File: src/rtl/arb_mux_n.sv
// arb_mux_n: registered N-channel arbitrating multiplexer.
// Picks one valid requester per cycle by round-robin or by fixed priority,
// with an optional forced-channel override. The winning word is held in a
// single output register that has a valid/ready handshake.

module arb_mux_n #(
    parameter int WIDTH    = 64,
    parameter int CHANNELS = 4,
    parameter int RR_MODE  = 1,
    parameter int SEL_W    = $clog2(CHANNELS)
) (
    input  logic                      clk,
    input  logic                      reset,
    input  logic [CHANNELS*WIDTH-1:0] in_data,
    input  logic [CHANNELS-1:0]       in_valid,
    output logic [CHANNELS-1:0]       in_ready,
    input  logic                      force_en,
    input  logic [SEL_W-1:0]          force_sel,
    output logic [WIDTH-1:0]          out_data,
    output logic [SEL_W-1:0]          out_chan,
    output logic                      out_valid,
    input  logic                      out_ready
);

    typedef enum logic {
        EMPTY = 1'b0,
        FULL  = 1'b1
    } state_t;

    state_t               state;
    state_t               state_nxt;
    logic [SEL_W-1:0]     rr_ptr;
    logic [SEL_W-1:0]     ptr_next;
    logic [CHANNELS-1:0]  eligible;
    logic                 grant_found;
    logic [SEL_W-1:0]     grant_idx;
    logic                 load_ok;
    logic                 xfer;
    logic [WIDTH-1:0]     sel_data;

    assign out_valid = (state == FULL);

    // The register can take a new word when it is empty or being drained
    // this cycle; nothing is accepted while reset is held.
    assign load_ok = !out_valid || out_ready;
    assign xfer    = grant_found && load_ok && !reset;

    // A forced index outside the channel range matches no bit, so nothing is eligible.
    always_comb begin
        eligible = '0;
        if (!force_en) begin
            eligible = in_valid;
        end else begin
            for (int k = 0; k < CHANNELS; k++) begin
                if (int'(force_sel) == k) begin
                    eligible[k] = in_valid[k];
                end
            end
        end
    end

    // Search for the winner: upward from rr_ptr with wrap, or from index 0 in fixed priority.
    always_comb begin : grant_search
        int idx;
        idx         = 0;
        grant_found = 1'b0;
        grant_idx   = '0;
        for (int i = 0; i < CHANNELS; i++) begin
            idx = (RR_MODE != 0) ? int'(rr_ptr) + i : i;
            if (idx >= CHANNELS) begin
                idx = idx - CHANNELS;
            end
            if (!grant_found && eligible[idx]) begin
                grant_found = 1'b1;
                grant_idx   = SEL_W'(idx);
            end
        end
    end

    // Only the granted channel sees ready, and only on an actual transfer.
    always_comb begin
        in_ready = '0;
        if (xfer) begin
            in_ready[grant_idx] = 1'b1;
        end
    end

    assign sel_data = in_data[int'(grant_idx)*WIDTH +: WIDTH];

    // The pointer wraps at CHANNELS, which matters when CHANNELS is not a power of two.
    assign ptr_next = (grant_idx == SEL_W'(CHANNELS - 1)) ? '0 : grant_idx + SEL_W'(1);

    // Output register state: fill on any transfer, empty on a drain with no refill.
    always_comb begin
        state_nxt = state;
        case (state)
            EMPTY: if (xfer) state_nxt = FULL;
            FULL:  if (out_ready && !xfer) state_nxt = EMPTY;
            default: state_nxt = EMPTY;
        endcase
    end

    // State register; an asynchronous reset discards any held word.
    always_ff @(posedge clk or posedge reset) begin
        if (reset) begin
            state <= EMPTY;
        end else begin
            state <= state_nxt;
        end
    end

    // Data path: capture the winner and advance the fairness pointer, except on forced picks.
    always_ff @(posedge clk or posedge reset) begin
        if (reset) begin
            out_data <= '0;
            out_chan <= '0;
            rr_ptr   <= '0;
        end else if (xfer) begin
            out_data <= sel_data;
            out_chan <= grant_idx;
            if (!force_en) begin
                rr_ptr <= ptr_next;
            end
        end
    end

endmodule

File: config.mk
export PLATFORM = sky130hd
export DESIGN_NAME = arb_mux_n
export DESIGN_NICKNAME = d
export VERILOG_FILES = /design/src/rtl/arb_mux_n.sv
export SDC_FILE = /design/constraint.sdc
export NUM_CORES = 1
export LEC_CHECK = 0
export BUFFER_PORTS_ARGS = -buffer_cell sky130_fd_sc_hd__clkbuf_2
export CAP_MARGIN = 20
export CORE_AREA = 8 8 125 127
export DETAILED_ROUTE_END_ITERATION = 10
export DIE_AREA = 0 0 133 135
export PLACE_DENSITY = 0.69
export SETUP_SLACK_MARGIN = 0.1
export SYNTH_ARGS = -nofsm -noshare
export SYNTH_HDL_FRONTEND = slang
export SYNTH_SLANG_ARGS = --single-unit
File: constraint.sdc
create_clock -name clk -period 2.7 [get_ports clk]
set_input_delay 0.135 -clock clk [delete_from_list [all_inputs] [get_ports clk]]
set_output_delay 0.135 -clock clk [all_outputs]
set_load 0.03 [all_outputs]
# == Yosys cells after proc, flatten, opt, wreduce, memory -nomap -nowiden ==
# Cells that the tools add are included.
# op_classes
addsub,8
n_lt_le_gt_ge,10
n_eq_ne,4
shifts,1
muxes,36
n_bitwise,2
n_reduce_logical,16
# ops
op,count
$shiftx 256x9->64,1
$lt 32x4->1 const B,4
$mux 32,4
$mux 1,19
$sub 3x3->4 const B,3
$mux 2,5
$ge 3x3->1 const B,3
$bmux 1 s2,4
$mux 4,2
$logic_and 1x1->1,7
$add 2x2->3 const B,2
$eq 2x2->1 const B,3
$logic_not 1->1,6
$sub 2x3->4 const B,1
$add 2x1->3 const B,1
$ge 2x3->1 const B,1
$lt 2x3->1 const B,1
$add 2x1->2 const B,1
$demux 1 s2,1
$eq 2x1->1 const B,1
$ge 2x1->1 const B,1
$logic_not 2->1,1
$not 1->1,2
$pmux 1 s2,1
other kinds (2),2
# totals
ff_bits,69

# == Logic depth before layout (Yosys ltp) ==
# Gate-level depths: netlist of run 1.
# depth
ltp_word,22
ltp_mapped,11
ltp_nobuf,9

# == Least setup slack after synthesis of run 1 ==
# OpenSTA, ideal clock, no wires.
# synth_timing
kind,reg2out
start,register rr_ptr[1]
end,output port in_ready[3]
arrival_time_ns,1.979
required_time_ns,2.565
setup_slack_ns,0.586
path_stages_with_launch,9
n_path_buf,1
path_cell_list,dfrtp_1 mux2_2 a221o_1 nor2_2 a211oi_4 buf_4 inv_2 ha_1 and3_1
# synth_via
elab_chain_cells,20
# synth_lines
item,line,source
start: declaration,32,logic [SEL_W-1:0] rr_ptr;
start signal: assignment,122,rr_ptr <= ptr_next;
branches (longest 14 deep; another with $sub 3x3->4),n/a,
$mux 2 (*),73,if (!grant_found && eligible[idx]) begin
named net grant_idx[0],36,logic [SEL_W-1:0] grant_idx;
$lt 2x3->1 (implied by the code) / $ge 2x1->1 (equally long branches),84,in_ready[grant_idx] = 1'b1;
$logic_and 1x1->1 (implied by the code),84,
$mux 1 (implied by the code),84,
$demux 1 s2 (*),84,
$mux 4 (*),83,if (xfer) begin
end: declaration,16,"output logic [CHANNELS-1:0] in_ready,"
# Mark *: on every way through the listed nets, which the timed path passes. The select of a mux whose other input is x is not followed.

# == Worst setup path in the final report of run 1 ==
# layout_timing
start,register rr_ptr[1]
end,output port in_ready[0]
# layout_via
elab_chain_cells,20
# layout_lines
item,line
branches (longest 19 deep; another with $sub 3x3->4),n/a
$mux 4 (*),83
# Mark *: on every way between the ends. The select of a mux whose other input is x is not followed.

==> run metrics, run 1 <==
Synth Net Count=710; Setup violations, final=0; failing checks=negative hold slack; Starting Density=33.7%; Tcrit/Tclk final=93.0%; Clock power frac=17.6%; Detail Route Antenna Nets=0; final setup TNS=0 ns; via/cell ratio=5.21; # diodes=0; FFs w/ async S/R, synth=100%; library cells used by synthesis=42; CTS Buf Count=9; H-tree depth=3; largest net degree at the start of global routing=66; sequential area share after synthesis=37.7%; FMAX=398 MHz; Slew Viols, Final=0; residual DRC count=0; DRT iter0 DRCs=263; DR WL/cell=20.1 um; CTS clk-pin slew, worst paths=0.06 ns; port bufs=336; Die ar.=0.0180 sq mm; # IOs=337; switching pwr=3690 uW; commonest non-fill, non-tap cell in the layout=clkbuf_2; Synth warnings=0; status=finished, violations left; CP required=2.57 ns; area of the multi-input gates=0.00253 sq mm; EDFF count, synth=0; Yosys top cell by area=dfrtp_1; worst slew pin tran=0.852 ns; Mapped Area=0.00458 sq mm; Seq cells post-synth=69; detailed-router iteration count before antenna repair=5; nets@finish=1037; Startpoint Class=flip-flop; post-synth top area share=37.7%; hold slack=-0.0199 ns; via count=4956; Sequential Area=0.00173 sq mm; Int Pwr=4160 uW; post-layout minimum cycle time=2.51 ns; Logic pwr share=58.9%; Clock Path Buffers=2; peak supply drop=800 uV; initial antenna violation count=0; layout cells sized above 1=54.5%; CTS tree=yes; WL final=19100 um; kind of critical path=flip-flop to output port; Lkg Pwr=0.00363 uW; Synth area leaders=dfrtp_1, mux2i_1, o221ai_1; GRT overflow=0; PD cells=1150 mW/mm^2; main flop type after synthesis=dfrtp_1; Max-slew headroom=43.1%; number of fill cells in the layout=1313; Worst-Skew Late Latency=0.33 ns; cts hold-fix bufs=0; Critical Path End Type=output port; core footprint=0.0136 sq mm; RSZ-0062 raised after global routing=false; Max FO, Critical Path=11; first-pass GRT wire length=29200 um; routability cong.=0.938; Die X=133 um; worst endpoint data arrival time=2.38 ns; FP Rows=43; total track usage=20.5%; synthesis-to-finish area growth=48.7%; Tot Pwr=7850 uW; Sink Count=69; Sw Share=47.0%; Post-DP HPWL=14700 um; Die Y=135 um; sequential share of power=23.5%; vias in the first global route=5332; Root Driver=clkbuf_16; hold crit path type=input port to async pin; max_cap viols=0; commonest non-fill, non-tap cells in the layout=clkbuf_2, nand2_1, dfrtp_1; Max Clock Skew=0.00740 ns; final hold viol count=33; post-synthesis cell count=440; average size of a mapped cell=10.4 sq um
flip-flops by register name, summed over array words and instances, names as in the netlist:
register and flops:
rr_ptr 2, out_data 64, out_valid 1, out_chan 2
path summary, 6_finish.rpt:
check,startpoint,to,slack [ns],cells after the start
max,rr_ptr[1]$_DFFE_PP0P_,in_ready[0],0.19,8
min,reset,out_data[15]$_DFFE_PP0P_,-0.02,2
max reg2reg,rr_ptr[1]$_DFFE_PP0P_,out_data[55]$_DFFE_PP0P_,0.25,9
min reg2reg,out_chan[1]$_DFFE_PP0P_,out_chan[1]$_DFFE_PP0P_,0.48,2
max in group asynchronous,reset,out_data[0]$_DFFE_PP0P_,2.05,3
min in group clk,in_data[96],out_data[32]$_DFFE_PP0P_,0.09,3
cell type report:
type                    count  share of cell area [%]
clock buffers              11                    3.56
clock inverters             5                    1.58
inverters                   8                   0.441
multi-input cells         321                    37.1
flip-flops and latches     69                    25.4
well taps                 180                    3.30
repair buffers            358                    28.6
through the flow:
step | worst slack [ns] | utilization, % | hold WS, ns | cell area [sq um] | cells
floorplan | 0.586 | - | 0.315 | 4580 | 440
global placement | 0.306 | 46.8 | 0.355 | 6380 | 930
detailed placement | 0.242 | 46.8 | 0.372 | 6380 | 930
CTS | 0.127 | 49.8 | 0.0132 | 6770 | 949
global route | 0.106 | 50.1 | 0.0378 | 6820 | 952
finish | 0.189 | 50.1 | -0.0199 | 6820 | 952
repair_timing:
item | 4_1_cts | 5_1_grt
setup buffers | 2 | 2
endpoints found under the hold margin | 0 | 0
resized for setup | 0 | 3
setup endpoints to repair | 3 | 3
cloned | 1 | 1
pin swaps | 1 | 1
critical path, stage by stage, from the launching register on:
cell and delay (ns):
dfrtp_2 0.43, mux2_2 0.35, a221o_1 0.34, nor2_2 0.14, a211oi_4 0.07, buf_12 0.18
ha_1 0.18, and3_1 0.16, clkbuf_2 0.19
power groups by stage:
stage	Sequential (uW)	Combinational (uW)	Clock [uW]
after global placement	1840	4370	0
after detailed placement	1850	4420	0
final	1850	4620	1380
after floorplan	2800	2370	0
after CTS	1840	4550	1420
after global routing	1910	4930	1460
synth_stat cells (all sizes together), types with 2 or more instances:
master,number
a21oi,3
nand3,5
a21bo,2
ha,4
mux2i,64
mux2,3
nand2b,2
dfrtp,69
nor2,7
a22o,2
inv,8
clkbuf,13
o21ai,5
buf,29
and3,5
o221ai,64
o211ai,65
nand2,76
nor2b,2
per-layer routing:
layer,track usage (%),wire (um),up-vias
met5,0,0,-
met3,6.69,1630,16
met2,35.8,9580,224
met1,23.8,7720,2326
li1,-,-,2390
met4,4.67,192,0
kinds of logic after synthesis:
family / synth area share (%)
DFF: 37.7
adders and majority gates: 1.09
and+or+nand+nor: 9.17
buffers and inverters: 7.64
muxes: 14.7
AOI/OAI and AO/OA: 29.7
Note: power is estimated with default switching activity, not from simulation.
==> run 2: changes to the inputs <==
--- a/config.mk
+++ b/config.mk
@@ -7,10 +7,10 @@
 export LEC_CHECK = 0
 export BUFFER_PORTS_ARGS = -buffer_cell sky130_fd_sc_hd__clkbuf_2
 export CAP_MARGIN = 20
-export CORE_AREA = 8 8 125 127
+export CORE_AREA = 8 8 123 125
 export DETAILED_ROUTE_END_ITERATION = 10
-export DIE_AREA = 0 0 133 135
-export PLACE_DENSITY = 0.69
+export DIE_AREA = 0 0 131 133
+export PLACE_DENSITY = 0.71
 export SETUP_SLACK_MARGIN = 0.1
 export SYNTH_ARGS = -nofsm -noshare
 export SYNTH_HDL_FRONTEND = slang
==> constraint.sdc (replaced) <==
create_clock -name clk -period 2.9 [get_ports clk]
set_input_delay 0.145 -clock clk [delete_from_list [all_inputs] [get_ports clk]]
set_output_delay 0.145 -clock clk [all_outputs]
set_load 0.03 [all_outputs]
==> run 2 against run 1 <==
  * The flow now finishes without violations
  * Die area fell by 3.0%
  * Critical path depth rose by 1
  * Flip-flop and latch count did not move
  * Setup slack improved by 0.090 ns
  * Clock power fell by 26%
  * Combinational power fell by 13%
  * Total power fell by 14%
  * Critical endpoint is now in_ready[3]
  * Largest cell class unchanged
==> run metrics, run 2 (synthesis gave the netlist of run 1 again) <==
status=complete, no violations; Largest stage delay, worst path=0.40 ns; total track usage=20.4%; Max-slew headroom=47.3%; Die ar.=0.0174 sq mm; Die Y=133 um; FP Rows=42; top flop regs=out_data (64), out_chan (2), rr_ptr (2); peak supply drop=558 uV; Reg-to-Reg Start=rr_ptr[1]$_DFFE_PP0P_; core footprint=0.0131 sq mm; # diodes=0; crit-path cells=mux2_2, a221o_1, nor2_2, a211oi_4, buf_4, inv_2, ha_1, and3_1, clkbuf_2; Int Pwr=3450 uW; FMAX=382 MHz; layout cells sized above 1=53.5%; Slew Viols, Final=0; FF-to-FF path depth=8; CP Buf/Inv Count=3; Tcrit/Tclk final=90.3%; hold path endpoint=out_valid$_DFF_PP0_; DRT iter0 DRCs=242; kind of critical path=flip-flop to output port; Sink Count=69; min-delay src=out_ready; CTS tree=yes; routability cong.=0.863; CP max-delay cell=dfrtp_2; CTS Buf Count=9; vias in the first global route=5271; residual DRC count=0; nets@finish=1031; # IOs=337; switching pwr=3310 uW; Die X=131 um; post-layout minimum cycle time=2.62 ns; commonest non-fill, non-tap cell in the layout=clkbuf_2; synthesis-to-finish area growth=44.8%; Logic pwr share=59.6%; Lkg Pwr=0.00354 uW; max reg flops=64; commonest non-fill, non-tap cells in the layout=clkbuf_2, nand2_1, dfrtp_1; Root Driver=clkbuf_16; largest net degree at the start of global routing=70; via/cell ratio=5.26; worst slew pin tran=0.791 ns; max_cap viols=0; Detail Route Antenna Nets=0; Max FO, Critical Path=11; GRT overflow=0; PD cells=1020 mW/mm^2; H-tree depth=3; first-pass GRT wire length=27900 um; worst endpoint data arrival time=2.48 ns; Reg-to-Reg End=out_data[53]$_DFFE_PP0P_; Clock power frac=15.0%; hold path depth=3; detailed-router iteration count before antenna repair=4; Starting Density=35.0%; Crit path max-delay family=buffers and inverters; sequential share of power=25.4%; via count=4952; CP required=2.76 ns; initial antenna violation count=0; Sw Share=49.0%; r2r setup slk=0.63 ns; Post-DP HPWL=14400 um; WL final=18400 um; Startpoint Class=flip-flop; final setup TNS=0 ns; non-filler cells, final=942; port bufs=336; CTS clk-pin slew, worst paths=0.06 ns; Clock Path Buffers=2; register with the most flip-flops=out_data; RSZ-0062 raised after global routing=false; Max Clock Skew=0.00552 ns; Worst-Skew Late Latency=0.32 ns; Cells after DPL=925; hold crit path type=input port to flip-flop; final hold viol count=0; Setup violations, final=0; Critical Path End Type=output port; DR WL/cell=19.5 um
==> run 2: cell types whose count changed in the layout (fill, tap and decap cells not counted), sizes merged <==
cell and delta:
bufbuf -1, clkinv -1, buf -6, clkbuf +4, dlygate4sd3 +1, bufinv -3
==> run 2: worst max-delay path by stage <==
stage / start / to / slack (ns) / depth (start not counted)
CTS: rr_ptr[1]$_DFFE_PP0P_ / in_ready[3] / 0.24 / 9
floorplan: rr_ptr[1]$_DFFE_PP0P_ / in_ready[3] / 0.78 / 8
global route: rr_ptr[1]$_DFFE_PP0P_ / in_ready[3] / 0.15 / 9
detailed placement: force_en / out_data[57]$_DFFE_PP0P_ / 0.52 / 10
finish: rr_ptr[1]$_DFFE_PP0P_ / in_ready[3] / 0.28 / 9
global placement: force_en / out_data[37]$_DFFE_PP0P_ / 0.56 / 9
==> run 2: area by class of cell <==
| type | count | area [sq um] |
|---|---|---|
| clock inverters | 1 | 5.00 |
| repair buffers | 352 | 1850 |
| fillers | 1272 | 6450 |
| well taps | 176 | 220 |
| flip-flops and latches | 69 | 1730 |
| multi-input cells | 321 | 2530 |
| inverters | 8 | 30.0 |
| clock buffers | 15 | 268 |
==> run 2: stage by stage <==
step                      area (sq um)  worst slack [ns]  utilization, %  hold slack [ns]  power, uW
after floorplan                   4580             0.776               -            0.325       4820
after global placement            6350             0.558            48.5            0.289       5740
after detailed placement          6350             0.523            48.5            0.292       5780
after CTS                         6630             0.237            50.7           0.0857       6820
after global routing              6640             0.145            50.7            0.100       7190
final                             6640             0.280            50.7            0.102       6760
==> run 2: worst register-to-register path: cells and delay by family, from the launching register on <==
| family | cells | cell delay (ns) |
|---|---|---|
| AND/OR/NAND/NOR | 1 | 0.16 |
| flip-flops | 1 | 0.40 |
| AO/OA/AOI/OAI | 4 | 0.83 |
| multiplexers | 1 | 0.34 |
| buffers and inverters | 2 | 0.41 |
==> run 2: per-layer routing <==
metal | wire length [um] | global-route usage, % | vias to the layer above
met2 | 9190 | 35.7 | 229
met3 | 1660 | 5.18 | 23
met1 | 7260 | 23.3 | 2335
met5 | 0 | 0 | -
met4 | 299 | 6.45 | 0
li1 | - | - | 2365
==> run 2: power by group through the flow <==
stage,clock network (uW),registers [uW],logic (uW)
floorplan,0,2610,2210
global placement,0,1700,4040
detailed placement,0,1720,4060
CTS,1040,1710,4060
global route,1090,1780,4310
finish,1020,1710,4030
==> run 2: timing repair <==
item | 4_1_cts | 5_1_grt
hold endpoints to repair | 28 | 0
buffers inserted | 0 | 0
resized for setup | 0 | 1
setup endpoints to repair | 0 | 1
hold buffers | 1 | 0
